File: src/rtl/ps2_frame_receiver.sv
// ps2_frame_receiver: receives 11-bit PS/2 device-to-host frames and strobes valid or error per frame
module ps2_frame_receiver #(
    parameter int CLOCK_FREQUENCY = 25000000,
    parameter int TIMEOUT_CYCLES  = CLOCK_FREQUENCY / 5000
) (
    input  logic       Clock,
    input  logic       reset,
    input  logic       PS2_CLK,
    input  logic       PS2_DAT,
    output logic [7:0] received_data,
    output logic       received_valid,
    output logic       parity_error,
    output logic       frame_error
);
    localparam int TW = $clog2(TIMEOUT_CYCLES + 1);
    typedef enum logic [1:0] {IDLE, DATA, PARITY, STOP} state_t;
    logic          clk_meta_q, clk_sync_q, clk_prev_q, dat_meta_q, dat_sync_q;
    state_t        state_q, state_d;
    logic [2:0]    bit_cnt_q, bit_cnt_d;
    logic [7:0]    shift_q, shift_d;
    logic          par_q, par_d;
    logic [TW-1:0] tmo_q, tmo_d;
    logic [7:0]    data_q, data_d;
    logic          valid_q, valid_d, perr_q, perr_d, ferr_q, ferr_d;
    logic          fall, tmo_hit, timeout;
    assign fall           = clk_prev_q & ~clk_sync_q;
    assign tmo_hit        = tmo_q == TW'(TIMEOUT_CYCLES);
    assign timeout        = (state_q != IDLE) & tmo_hit & ~fall;
    assign received_data  = data_q;
    assign received_valid = valid_q;
    assign parity_error   = perr_q;
    assign frame_error    = ferr_q;
    // Two-flop synchronizers plus a delayed copy of the clock for edge detection; idle bus is high
    always_ff @(posedge Clock or posedge reset) begin
        if (reset) begin
            clk_meta_q <= 1'b1;
            clk_sync_q <= 1'b1;
            clk_prev_q <= 1'b1;
            dat_meta_q <= 1'b1;
            dat_sync_q <= 1'b1;
        end else begin
            clk_meta_q <= PS2_CLK;
            clk_sync_q <= clk_meta_q;
            clk_prev_q <= clk_sync_q;
            dat_meta_q <= PS2_DAT;
            dat_sync_q <= dat_meta_q;
        end
    end
    // Frame FSM: next state, shift/parity capture, timeout counter and output strobes
    always_comb begin
        state_d   = state_q;
        bit_cnt_d = bit_cnt_q;
        shift_d   = shift_q;
        par_d     = par_q;
        data_d    = data_q;
        valid_d   = 1'b0;
        perr_d    = 1'b0;
        ferr_d    = 1'b0;
        tmo_d     = (fall || state_q == IDLE) ? '0 : (tmo_hit ? tmo_q : tmo_q + TW'(1));
        case (state_q)
            IDLE: begin
                if (fall && !dat_sync_q) begin
                    state_d   = DATA;
                    bit_cnt_d = '0;
                    shift_d   = '0;
                end
            end
            DATA: begin
                if (fall) begin
                    shift_d   = {dat_sync_q, shift_q[7:1]};
                    bit_cnt_d = bit_cnt_q + 3'd1;
                    state_d   = (bit_cnt_q == 3'd7) ? PARITY : DATA;
                end
            end
            PARITY: begin
                if (fall) begin
                    par_d   = dat_sync_q;
                    state_d = STOP;
                end
            end
            default: begin
                if (fall) begin
                    state_d = IDLE;
                    ferr_d  = ~dat_sync_q;
                    valid_d = dat_sync_q & (^{shift_q, par_q});
                    perr_d  = dat_sync_q & ~(^{shift_q, par_q});
                    data_d  = valid_d ? shift_q : data_q;
                end
            end
        endcase
        if (timeout) begin
            state_d   = IDLE;
            bit_cnt_d = '0;
            shift_d   = '0;
            ferr_d    = 1'b1;
        end
    end
    // State and output registers
    always_ff @(posedge Clock or posedge reset) begin
        if (reset) begin
            state_q   <= IDLE;
            bit_cnt_q <= '0;
            shift_q   <= '0;
            par_q     <= 1'b0;
            tmo_q     <= '0;
            data_q    <= '0;
            valid_q   <= 1'b0;
            perr_q    <= 1'b0;
            ferr_q    <= 1'b0;
        end else begin
            state_q   <= state_d;
            bit_cnt_q <= bit_cnt_d;
            shift_q   <= shift_d;
            par_q     <= par_d;
            tmo_q     <= tmo_d;
            data_q    <= data_d;
            valid_q   <= valid_d;
            perr_q    <= perr_d;
            ferr_q    <= ferr_d;
        end
    end
endmodule
File: config.mk
export PLATFORM = sky130hd
export DESIGN_NAME = ps2_frame_receiver
export DESIGN_NICKNAME = d
export VERILOG_FILES = /design/src/rtl/ps2_frame_receiver.sv
export SDC_FILE = /design/constraint.sdc
export NUM_CORES = 1
export LEC_CHECK = 0
export CAP_MARGIN = 20
export CORE_MARGIN = 2
export CORE_UTILIZATION = 29
export CTS_BUF_LIST = sky130_fd_sc_hd__clkbuf_8
export CTS_CLUSTER_DIAMETER = 40
export DETAILED_ROUTE_END_ITERATION = 10
export HOLD_SLACK_MARGIN = 0.1
export PLACE_DENSITY = 0.44
export RECOVER_POWER = 25
export SYNTH_ARGS = -nofsm -noshare
export SYNTH_HDL_FRONTEND = slang
export SYNTH_SLANG_ARGS = --single-unit
export TNS_END_PERCENT = 50
File: constraint.sdc
create_clock -name Clock -period 2.4 [get_ports Clock]
set_clock_uncertainty 0.2 [all_clocks]
set_input_delay 0.72 -clock Clock [delete_from_list [all_inputs] [get_ports Clock]]
set_output_delay 0.72 -clock Clock [all_outputs]
set_load 0.005 [all_outputs]
* Yosys cells after proc, flatten, opt, wreduce, memory -nomap -nowiden
Cells that the tools add are included.
** Cells by class
- $add $sub $neg :: 2
- Equal/unequal tests :: 8
- Muxes and demuxes :: 24
- Bitwise logic cells :: 10
- Reduce and logical (&&, ||, !) cells :: 13
** Operators by type and width (number)
- $mux 13 :: 2
- $mux 8 :: 3
- $pmux 8 s2 :: 1
- $add 13x1->13 const B :: 1
- $eq 13x13->1 const B :: 1
- $mux 2 :: 6
- $mux 3 :: 3
- $reduce_xor 9->1 :: 1
- $mux 1 :: 7
- $ne 3x3->1 const B :: 2
- $pmux 2 s3 :: 1
- $pmux 3 s2 :: 1
- $reduce_and 3->1 :: 2
- $reduce_bool 3->1 :: 2
- $and 1x1->1 :: 5
- $not 1->1 :: 5
- $reduce_and 4->1 :: 1
- $add 3x1->3 const B :: 1
- $eq 3x3->1 const B :: 1
- $ne 3x2->1 const B :: 1
- $reduce_or 3->1 :: 1
- $eq 2x1->1 const B :: 1
- $eq 2x2->1 const B :: 1
- $logic_not 2->1 :: 1
- other kinds (6) :: 6
** Word-level totals
- Word-level logic and storage cells :: 71
- Flip-flop bits (word level) :: 43
- Input port bits :: 4

* Logic depth before layout (Yosys ltp)
- Depth after elaboration :: 6
- Mapped depth :: 7
- Gate-level depth less buffers :: 6

* Worst setup path after synthesis
OpenSTA, ideal clock, no wires.
- Path kind :: register to register
- From :: register shift_q[4]
- To :: register data_q[0] (netlist: received_data[0])
- Required time :: 2075 ps
- Path buffers :: 0
- Stages on the path, launching flop included :: 5
- Arrival time :: 1733 ps
- Slack :: 343 ps
- Cell sequence :: dfrtp_1 > xor2_1 > xnor3_1 > mux2i_4 > mux2_2
** On the way
- Word-level cells in the longest chain between the ends :: 3
** RTL lines
- start: declaration :: line 20 : logic [7:0] shift_q, shift_d;
- start signal: assignment :: line 113 : shift_q <= shift_d;
- $reduce_xor 9->1 :: line 85 : valid_d = dat_sync_q & (^{shift_q, par_q});
- $and 1x1->1 :: line 85
- $reduce_and 3->1 (no source line)
- end signal: assignment :: line 116 : data_q <= data_d;
- end: declaration :: line 23 : logic [7:0] data_q, data_d;
Every way passes these cells.
A chain may end at the register's enable or synchronous reset.

* Worst setup path in the final report
- From :: register tmo_q[4]
- To :: register bit_cnt_q[0]
** On the way
- Word-level cells in the longest chain between the ends :: 5
** RTL lines
- start: declaration :: line 22 : logic [TW-1:0] tmo_q, tmo_d;
- start signal: assignment :: line 115 : tmo_q <= tmo_d;
- $eq 13x13->1 * :: line 27 : assign tmo_hit = tmo_q == TW'(TIMEOUT_CYCLES);
- $and 1x1->1 * (2 in a row) :: line 28 : assign timeout = (state_q != IDLE) & tmo_hit & ~fall;
- $ne 3x2->1 (no source line), or another cell as far along
- $reduce_and 3->1 (no source line)
- end signal: assignment :: line 112 : bit_cnt_q <= bit_cnt_d;
- end: declaration :: line 19 : logic [2:0] bit_cnt_q, bit_cnt_d;
Every way passes the cells marked *; elsewhere a longest branch is shown, timed or not.

==> results.sh <==
export IMPL_cts_setup_buffers=0
export IMPL_yosys_top_cells_count="dfrtp_1 (38), nor2_1 (14), a22o_1 (12), mux2_2 (10), xnor2_1 (9)"
export IMPL_reg2regPathDepth=5
export IMPL_cts_root_buf="clkbuf_8"
export IMPL_end_kind="register"
export IMPL_outcome="finished clean"
export IMPL_reg2reg_to="bit_cnt_q[0]"
export IMPL_setup_ws_ns=0.1547
export IMPL_cap_violations=0
export IMPL_place_area_mm2=0.002233
export IMPL_power_frac_comb=0.096
export IMPL_rr_startpoint="tmo_q[4]"
export IMPL_grt_max_degree=44
export IMPL_clock_fmax_mhz=445.4
export IMPL_die_h_um=86.20
export IMPL_viasPerCell=4.885
export IMPL_max_slew_margin=0.2693
export IMPL_power_density_mw_per_mm2=637.8
export IMPL_leakage_nw=1.004
export IMPL_switching_power_mw=0.3610
export IMPL_synth_most_common_cell="dfrtp_1"
export IMPL_via_count=1270
export IMPL_power_frac_seq=0.525
export IMPL_ys_seq_elements=43
export IMPL_grt_pass1_wl_um=6313
export IMPL_hold_buffers=0
export IMPL_htreeDepth=2
export IMPL_synth_net_count=168
export IMPL_synth_cell_type_count=35
export IMPL_initial_core_util=0.3034
export IMPL_syn2layout_area_growth_pct=18.97
export IMPL_cts_tree="built"
export IMPL_detail_route_first_pass_iterations=4
export IMPL_async_reset_ff_frac=1.000
export IMPL_synth_top_cell_by_area="dfrtp_1"
export IMPL_synthTopCellsByArea="dfrtp_1 (49%), dfstp_2 (6.7%), mux2_2 (5.7%)"
export IMPL_hpwl_um=2527
export IMPL_synth_seq_area_share=0.5524
export IMPL_tightest_slew_ns=1.096
export IMPL_endpoint="bit_cnt_q[0]"
export IMPL_r2r_setup_slack_ns=0.15
export IMPL_synth_top_area_frac=0.4853
export IMPL_fin_tns_setup_ns=0
export IMPL_syn_area_mm2=0.001959
export IMPL_startpoint="tmo_q[4]"
export IMPL_crit_type="register to register"
export IMPL_antenna_found_initial=0
export IMPL_n_antenna_cell=0
export IMPL_holdWs_ns=0.1658
export IMPL_first_global_vias=1280
export IMPL_drc=0
export IMPL_critPathMaxFanout=11
export IMPL_rsz0062_at_grt="false"
export IMPL_startpoint_type="register"
export IMPL_track_usage=0.1103
export IMPL_fp_row_count=29
export IMPL_vdd_drop_max_uv=308.0
export IMPL_fillers=647
export IMPL_io_pins=15
export IMPL_cts_resized=0
export IMPL_clockPowerShare=0.380
export IMPL_clk_latency_ns=0.30
export IMPL_synthCells=160
export IMPL_seq_area_mm2=0.001082
export IMPL_ys_flop_type="dfrtp_1"
export IMPL_fin_crit_sh=0.9355
export IMPL_cts_buffers=5
export IMPL_final_area_mm2=0.002331
export IMPL_synth_edf_count=0
export IMPL_io_buffers=14
export IMPL_cp_arrival_ns=2.23
export IMPL_nets=190
export IMPL_drt_total_wl_um=3713
export IMPL_multi_input_area_um2=830.8
export IMPL_hold_class="register to register"
export IMPL_hold_viol_final=0
export IMPL_internal_power_mw=1.126
export IMPL_yosysWarnings=0
export IMPL_first_iter_violations=67
export IMPL_final_antenna_net_count=0
export IMPL_dp_slack_ns=0.1712
export IMPL_drive_gt1_frac=0.1749
export IMPL_p_sw_frac=0.2428
export IMPL_finalSetupViolCount=0
export IMPL_drv_slew=0
export IMPL_clock_path_buffers=2
export IMPL_core_mm2=0.006459
export IMPL_grt_ovfl_total=0
export IMPL_die_w_um=86.20
export IMPL_avgSynthCellArea_um2=12.25
export IMPL_post_drt_wl_per_cell_um=14.28
export IMPL_clock_sinks=43
export IMPL_crit_required_ns=2.39
export IMPL_post_route_util=0.3609
export IMPL_die_area_mm2=0.007430
export IMPL_gp_congestion=0.7506
export IMPL_clk_pin_slew_worst_paths_ns=0.09
export IMPL_period_needed_ns=2.245
-- cell families (layout without fill, tap and decap cells) --
group,count (synthesis),after routing,synth area share
AO/OA/AOI/OAI,23,23,0.08621
AND/OR/NAND/NOR,50,50,0.1520
buffers and inverters,12,35,0.02362
flip-flops,43,43,0.5524
adder cells (fa/ha/maj),4,4,0.02554
multiplexers,13,13,0.07918
XOR/XNOR,15,15,0.08110
-- cell usage in the layout, fill, tap and decap left out, types with 3 or more instances in the layout --
| cell type | n |
|---|---|
| dfrtp_1 | 38 |
| nor2_1 | 14 |
| a22o_1 | 12 |
| clkdlybuf4s50_1 | 11 |
| mux2_2 | 10 |
| xnor2_1 | 9 |
| inv_1 | 6 |
| nand2_1 | 6 |
| nand3_1 | 5 |
| nor3_1 | 5 |
| clkbuf_8 | 5 |
| buf_4 | 5 |
| o21ai_0 | 4 |
| a21oi_1 | 4 |
| xor2_1 | 4 |
| ha_1 | 4 |
| dfstp_2 | 4 |
| nor4_1 | 3 |
| or3_1 | 3 |
| dlygate4sd3_1 | 3 |
-- critical path, cell delays in order (launching register included) --
cell     delay, ns
dfrtp_1       0.44
or4b_1        0.60
nor4_4        0.29
o32ai_1       0.14
buf_4         0.20
mux2_2        0.26
-- worst min path at each step --
| stage | from | endpoint | slack, ns | cells past startpoint |
|---|---|---|---|---|
| 3_5_place_dp | clk_meta_q | clk_sync_q | 0.15 | 0 |
| 3_3_place_gp | dat_meta_q | dat_sync_q | 0.15 | 0 |
| 2_1_floorplan | clk_meta_q | clk_sync_q | 0.15 | 0 |
| 5_1_grt | clk_meta_q | clk_sync_q | 0.18 | 0 |
| 4_1_cts | clk_meta_q | clk_sync_q | 0.16 | 0 |
| 6_report | clk_meta_q | clk_sync_q | 0.17 | 0 |
-- registers in the layout, indices dropped and copies added, names as in the netlist --
register        count
received_data       8
clk_sync_q          1
par_q               1
clk_prev_q          1
parity_error        1
bit_cnt_q           3
received_valid      1
dat_sync_q          1
frame_error         1
state_q             2
tmo_q              13
shift_q             8
clk_meta_q          1
dat_meta_q          1
-- power groups by stage --
stage	combinational (mW)	clock, mW	sequential, mW
floorplan	0.112	0	0.783
global placement	0.144	0	0.793
detailed placement	0.150	0	0.795
CTS	0.150	0.584	0.781
global route	0.162	0.607	0.785
finish	0.142	0.565	0.780
-- routing by layer --
metal  vias to the layer above  wire (µm)  GRT usage
met5                         -          0          0
met4                         0         53    0.04688
met3                         5         93    0.02571
met2                        13       1748     0.1684
met1                       641       1818     0.1509
li1                        611          -          -
-- area by class of cell --
class                      count  share of cell area
clock buffer                   5             0.02952
clock inverter                 3             0.01879
inverter                       7             0.01127
multi-input combinational    105              0.3564
sequential                    43              0.4643
tap                           77             0.04133
timing repair buffer          20             0.07837
-- per-stage QoR --
stage | instances | power (mW)
2_1_floorplan | 160 | 0.8952
3_3_place_gp | 252 | 0.9364
3_5_place_dp | 252 | 0.9446
4_1_cts | 260 | 1.515
5_1_grt | 260 | 1.554
6_report | 260 | 1.487
Note: power is estimated with default switching activity, not from simulation.
